File: src/rtl/dkong_pkg.sv
// Shared definitions for the multi-channel DMA engine: FSM state encoding and channel limits.
package dkong_pkg;

  localparam int unsigned NCH_MAX = 4;
  localparam int unsigned CH_W    = 2;

  typedef enum logic [2:0] {
    StIdle,
    StReq,
    StRd,
    StWr,
    StRel
  } dma_state_e;

endpackage

File: src/rtl/dkong_dma_arb.sv
// Per-channel trigger edge detection, sticky pending bits and fixed lowest-index-first priority.
module dkong_dma_arb
  import dkong_pkg::*;
#(
  parameter int unsigned NCH = 2
) (
  input  logic            clk_i,
  input  logic            rst_i,
  input  logic [NCH-1:0]  trig_i,
  input  logic            clr_i,
  input  logic [CH_W-1:0] clr_ch_i,
  output logic            any_pend_o,
  output logic [CH_W-1:0] grant_ch_o
);

  logic [NCH-1:0] trig_q;
  logic [NCH-1:0] pend_q, pend_d;
  logic [NCH-1:0] clr_mask;

  // A new edge always wins over the clear, so a retrigger during the
  // latch cycle still queues exactly one re-run.
  always_comb begin
    clr_mask = '0;
    for (int n = 0; n < int'(NCH); n++) begin
      clr_mask[n] = clr_i && (clr_ch_i == CH_W'(n));
    end
    pend_d = (pend_q & ~clr_mask) | (trig_i & ~trig_q);
  end

  always_comb begin
    grant_ch_o = '0;
    for (int n = int'(NCH) - 1; n >= 0; n--) begin
      if (pend_q[n]) grant_ch_o = CH_W'(n);
    end
    any_pend_o = |pend_q;
  end

  // Loading the live trigger during reset keeps a level held across release from looking like an edge.
  always_ff @(posedge clk_i) begin
    if (rst_i) begin
      trig_q <= trig_i;
      pend_q <= '0;
    end else begin
      trig_q <= trig_i;
      pend_q <= pend_d;
    end
  end

endmodule

File: src/rtl/dkong_dma_nch.sv
// Multi-channel bus-hold DMA engine: copies or fills LEN bytes per triggered channel, 2 ticks per byte.
module dkong_dma_nch
  import dkong_pkg::*;
#(
  parameter int unsigned NCH = 2,
  parameter int unsigned AW  = 10,
  parameter int unsigned DW  = 8,
  parameter int unsigned LW  = 10
) (
  input  logic              I_CLK,
  input  logic              I_RESET,
  input  logic              I_CLK_EN,
  input  logic [NCH-1:0]    I_DMA_TRIG,
  input  logic [NCH*AW-1:0] I_SRC_BASE,
  input  logic [NCH*AW-1:0] I_DST_BASE,
  input  logic [NCH*LW-1:0] I_LEN,
  input  logic [NCH-1:0]    I_FILL_MODE,
  input  logic [DW-1:0]     I_FILL_DATA,
  input  logic              I_HLDA,
  input  logic [DW-1:0]     I_DMA_DS,
  output logic              O_HRQ,
  output logic [AW-1:0]     O_DMA_AS,
  output logic              O_DMA_CES,
  output logic [AW-1:0]     O_DMA_AD,
  output logic [DW-1:0]     O_DMA_DD,
  output logic              O_DMA_CED,
  output logic              O_BUSY,
  output logic [1:0]        O_ACT_CH,
  output logic [NCH-1:0]    O_DONE
);

  dma_state_e      state_q, state_d;
  logic [CH_W-1:0] act_q, act_d;
  logic [AW-1:0]   src_q, src_d, dst_q, dst_d;
  logic [LW-1:0]   len_q, len_d, idx_q, idx_d;
  logic            fill_q, fill_d;

  logic            any_pend, latch, go;
  logic [CH_W-1:0] grant;
  logic [AW-1:0]   sel_src, sel_dst;
  logic [LW-1:0]   sel_len;
  logic            sel_fill;

  dkong_dma_arb #(
    .NCH (NCH)
  ) u_arb (
    .clk_i      (I_CLK),
    .rst_i      (I_RESET),
    .trig_i     (I_DMA_TRIG),
    .clr_i      (latch),
    .clr_ch_i   (grant),
    .any_pend_o (any_pend),
    .grant_ch_o (grant)
  );

  // Byte progress needs both a tick and the bus; losing HLDA freezes in place.
  assign go = I_CLK_EN && I_HLDA;

  always_comb begin
    sel_src  = '0;
    sel_dst  = '0;
    sel_len  = '0;
    sel_fill = 1'b0;
    for (int n = 0; n < int'(NCH); n++) begin
      if (grant == CH_W'(n)) begin
        sel_src  = I_SRC_BASE[n*AW +: AW];
        sel_dst  = I_DST_BASE[n*AW +: AW];
        sel_len  = I_LEN[n*LW +: LW];
        sel_fill = I_FILL_MODE[n];
      end
    end
  end

  always_comb begin
    state_d = state_q;
    act_d   = act_q;
    src_d   = src_q;
    dst_d   = dst_q;
    len_d   = len_q;
    fill_d  = fill_q;
    idx_d   = idx_q;
    latch   = 1'b0;
    unique case (state_q)
      StIdle: begin
        if (I_CLK_EN && any_pend) begin
          latch   = 1'b1;
          act_d   = grant;
          src_d   = sel_src;
          dst_d   = sel_dst;
          len_d   = sel_len;
          fill_d  = sel_fill;
          idx_d   = '0;
          state_d = (sel_len == '0) ? StRel : StReq;
        end
      end
      StReq: if (go) state_d = StRd;
      StRd:  if (go) state_d = StWr;
      StWr: begin
        if (go) begin
          if (idx_q == len_q - LW'(1)) begin
            idx_d   = '0;
            state_d = StRel;
          end else begin
            idx_d   = idx_q + LW'(1);
            state_d = StRd;
          end
        end
      end
      StRel:   if (I_CLK_EN) state_d = StIdle;
      default: state_d = StIdle;
    endcase
  end

  always_ff @(posedge I_CLK) begin
    if (I_RESET) begin
      state_q <= StIdle;
      act_q   <= '0;
      src_q   <= '0;
      dst_q   <= '0;
      len_q   <= '0;
      fill_q  <= 1'b0;
      idx_q   <= '0;
    end else begin
      state_q <= state_d;
      act_q   <= act_d;
      src_q   <= src_d;
      dst_q   <= dst_d;
      len_q   <= len_d;
      fill_q  <= fill_d;
      idx_q   <= idx_d;
    end
  end

  // Strobes and DONE are qualified by the advancing tick so each lasts one I_CLK;
  // everything is forced low while reset is held.
  always_comb begin
    O_HRQ     = 1'b0;
    O_DMA_AS  = '0;
    O_DMA_CES = 1'b0;
    O_DMA_AD  = '0;
    O_DMA_DD  = '0;
    O_DMA_CED = 1'b0;
    O_BUSY    = 1'b0;
    O_ACT_CH  = '0;
    O_DONE    = '0;
    if (!I_RESET) begin
      O_BUSY = (state_q != StIdle);
      O_HRQ  = (state_q == StReq) || (state_q == StRd) || (state_q == StWr);
      if (O_BUSY) O_ACT_CH = act_q;
      if (state_q == StRd && !fill_q) begin
        O_DMA_AS  = src_q + AW'(idx_q);
        O_DMA_CES = go;
      end
      if (state_q == StWr) begin
        O_DMA_AD  = dst_q + AW'(idx_q);
        O_DMA_DD  = fill_q ? I_FILL_DATA : I_DMA_DS;
        O_DMA_CED = go;
      end
      for (int n = 0; n < int'(NCH); n++) begin
        O_DONE[n] = (state_q == StRel) && I_CLK_EN && (act_q == CH_W'(n));
      end
    end
  end

endmodule

File: config.mk
export PLATFORM = sky130hd
export DESIGN_NAME = dkong_dma_nch
export DESIGN_NICKNAME = d
export VERILOG_FILES = /design/src/rtl/dkong_pkg.sv /design/src/rtl/dkong_dma_arb.sv /design/src/rtl/dkong_dma_nch.sv
export SDC_FILE = /design/constraint.sdc
export NUM_CORES = 1
export LEC_CHECK = 0
export BUFFER_PORTS_ARGS = -buffer_cell sky130_fd_sc_hd__buf_4
export CORE_MARGIN = 2
export CORE_UTILIZATION = 46
export CTS_CLUSTER_SIZE = 12
export DETAILED_ROUTE_END_ITERATION = 10
export PLACE_DENSITY = 0.8
export SLEW_MARGIN = 10
export SYNTH_ARGS = -nofsm -noshare
export SYNTH_HDL_FRONTEND = slang
export SYNTH_SLANG_ARGS = --single-unit
File: constraint.sdc
create_clock -name I_CLK -period 2.25 [get_ports I_CLK]
set_clock_uncertainty 0.05 [all_clocks]
set_input_delay 0.225 -clock I_CLK [delete_from_list [all_inputs] [get_ports I_CLK]]
set_output_delay 0.225 -clock I_CLK [all_outputs]
set_load 0.005 [all_outputs]
==> flow_summary.yaml <==
cts:
  clk_path_buf_depth: 2
  htreeDepth: 2
  clkSlewWorstSetupHoldPaths_ns: 0.09
  cts-buffers-inserted: 5
  insertion_delay_ns: 0.30
  tritoncts: "done"
  cts_sinks: 49
  root_buffer: "clkbuf_8"
timing:
  fin_crit_sh_pct: 116
  hold_violations: 0
  slew_headroom_pct: 59.4
  slew_viol_final: 0
  setup_viol: 18
  fin_setup_tns_ns: -2.57
  setup_ws_ns: -0.350
  worstMarginPinSlew_ns: 0.609
  rsz0062_at_grt: "yes"
  min_period_ns: 2.60
  fmax_ghz: 0.385
power_and_ir_drop:
  p_int_uw: 1580
  clkPwrFrac_pct: 27.2
  p_per_area_nw_per_um2: 431
  combPwrFrac_pct: 28.5
  p_leak_uw: 0.00214
  seqPwrFrac_pct: 44.4
  power_switching_uw: 639
  p_sw_share_pct: 28.8
  p_total_uw: 2220
  ir_drop_uv: 297
global_route:
  grt-ovfl-total: 0
  grt_pass1_vias: 3596
  grt_antenna_before_repair: 0
  grt_pass1_wl_mm: 16.4
  grt_max_degree: 66
  track_usage_pct: 23.9
synth:
  ys_seq_elements: 49
  syn_area_um2: 3530
  yosysSeqAreaShare_pct: 27.8
  synth_top_area_cell: "dfxtp_1"
  synth.distinct_cells: 45
  synth_top_cell_area_share_pct: 27.8
  synth_flop_cell: "dfxtp_1"
  syn-num-nets: 547
  netlist_instances: 441
  syn_area_per_cell_um2: 8.01
  async_flop_share_pct: 0
  synth-edff-count: 0
  yosys_warnings: 0
  yosys-top-cells-count: "79 x nor2_1, 49 x dfxtp_1, 42 x mux2i_1, 34 x a211oi_1, 22 x clkbuf_1"
  ys_top_cells_by_area: "dfxtp_1 28%, mux2i_1 12%, nor2_1 8.4%"
  synth_most_common_cell: "nor2_1"
critical_path:
  crit_chain: "ha_4 -> fa_2 -> a21o_1 -> a21oi_2 -> o21bai_1 -> buf_4 -> buf_4 -> a21oi_2 -> xor2_1 -> nor2_1 -> buf_4"
  max_stage_delay_ns: 0.35
  crit_start: "idx_q[0]"
  critPathMaxFanout: 2
  critPathCaptureType: "primary output"
  cp_common_cell: "buf_4"
  timing.rr.start: "len_q[1]"
  critPathKind: "flip-flop to primary output"
  slowest_stage: "dfxtp_2"
  startpoint_type: "flip-flop"
  crit_arrival_ns: 2.33
  cp.required_ns: 1.98
floorplan:
  core_area_um2: 7330
  rows: 31
  ioPinCount: 120
  die_y_um: 91.6
  die_area_um2: 8390
  start_util_pct: 48.2
  die_w_um: 91.6
worst_hold_path:
  worstHoldStart: "I_RESET"
  hp-class: "input port to flip-flop"
detailed_routing:
  route.detailed.drc: 0
  drtPass1Iterations: 6
  wl_mm: 10.2
  drtIter0Drc: 138
  drtAntennaViolNets: 0
  wl_per_cell_um: 14.9
  viasPerCell: 5.49
  vias: 3764
placement:
  io_buffer_count: 118
  dpl.hpwl_mm: 7.55
  gp_congestion: 0.848
  dpl_worst_slack_ns: -0.125
flow_run:
  max_cap_violations: 0
cells_and_area:
  fin_nets: 693
  syn_to_final_growth_pct: 46.1
  layout-drive-gt1-share_pct: 37.8
  antennaDiodeCount: 0
status:
  status: "complete, but fails checks"
  violations: "setup timing"
placed cells by master (no fill, tap or decap), types with 3 or more instances in the layout:
cell type	Yosys	routed
o21a_1	5	5
nor3_1	20	17
ha_4	0	6
nor4_1	9	7
mux2i_1	42	42
nor3b_1	4	4
nand2b_1	5	5
o21ai_2	1	4
ha_1	20	14
dfxtp_2	0	5
nand4b_1	4	4
nand3_1	9	9
o21ai_0	13	5
nor2_1	79	78
clkbuf_8	0	5
nand4_1	5	5
inv_2	0	3
buf_4	2	160
inv_1	15	12
and2_1	3	3
buf_6	0	3
a21oi_1	18	13
nand2_1	16	15
xnor2_1	18	18
nor3_2	0	3
dfxtp_1	49	42
o21ai_1	0	5
nor2b_1	6	4
xor2_1	7	7
a21oi_2	0	5
and3_1	5	5
a21o_1	5	5
a211oi_1	34	32
final timing paths:
check / endpoint / slack [ns] / cells after the start
hold / removal: state_q[1] / 0.19 / 4
setup / recovery: O_DMA_AS[6] / -0.35 / 11
hold reg to reg: u_arb.pend_q[1] / 0.44 / 2
setup reg to reg: idx_q[6] / -0.06 / 8
power groups by stage:
stage          registers [uW]  logic (uW)  clock network [uW]
3_3_place_gp              997         575                   0
5_1_grt                   995         709                 643
2_1_floorplan             981         374                   0
3_5_place_dp              999         595                   0
6_report                  986         633                 604
4_1_cts                   985         623                 618
kinds of logic after synthesis:
family          count (synthesis)  share of synthesized area, %
simple gates                  171                          23.3
compound gates                 89                          17.3
flops                          49                          27.8
mux                            42                          11.9
buf+inv                        41                          4.57
xor+xnor                       26                          6.84
fa+ha+maj                      22                          8.22
other cells                     1                         0.106
critical path, delay by kind of cell (launching register included):
family / cells / cell delay (ns)
adder cells (fa/ha/maj): 2 / 0.50
XOR/XNOR: 1 / 0.14
AND/OR/NAND/NOR: 1 / 0.07
AO/OA/AOI/OAI: 4 / 0.54
buffers and inverters: 3 / 0.40
flip-flops: 1 / 0.35
routing by layer:
layer	GRT usage (%)	routed length, um	up-vias
met2	42.5	5020	145
met3	4.60	720	21
li1	-	-	1882
met4	7.45	210	0
met5	0	0	-
met1	29.0	4280	1716
repair_timing:
item / CTS / global route
endpoints found under the hold margin: 2 / 0
buffers inserted: 13 / 1
hold buffers: 2 / 0
setup endpoints to repair: 22 / 24
gates resized for setup: 53 / 9
pin swaps: 33 / 15
state kept, by name (all words and copies together), names as in the netlist:
signal,cells
dst_q,10
idx_q,10
len_q,10
src_q,10
state_q,3
u_arb.pend_q,2
u_arb.trig_q,2
act_q,1
fill_q,1
per-stage QoR:
step / std cells / cell area, um^2 / utilization [%] / hold slack [ns]
3_3_place_gp: 664 / 4710 / 64.2 / 0.286
2_1_floorplan: 441 / 3550 / - / 0.203
5_1_grt: 686 / 5160 / 70.4 / 0.213
3_5_place_dp: 664 / 4710 / 64.2 / 0.288
6_report: 686 / 5160 / 70.4 / 0.187
4_1_cts: 686 / 5130 / 70.0 / 0.181
cell type report:
class / count / area [um^2]
clock buffer: 5 / 68.8
multi-input combinational: 351 / 2630
clock inverter: 2 / 35.0
inverter: 15 / 56.3
fill: 571 / 2170
timing repair buffer: 165 / 1250
tap: 99 / 124
sequential: 49 / 995
(Power assumes the default switching activity.)
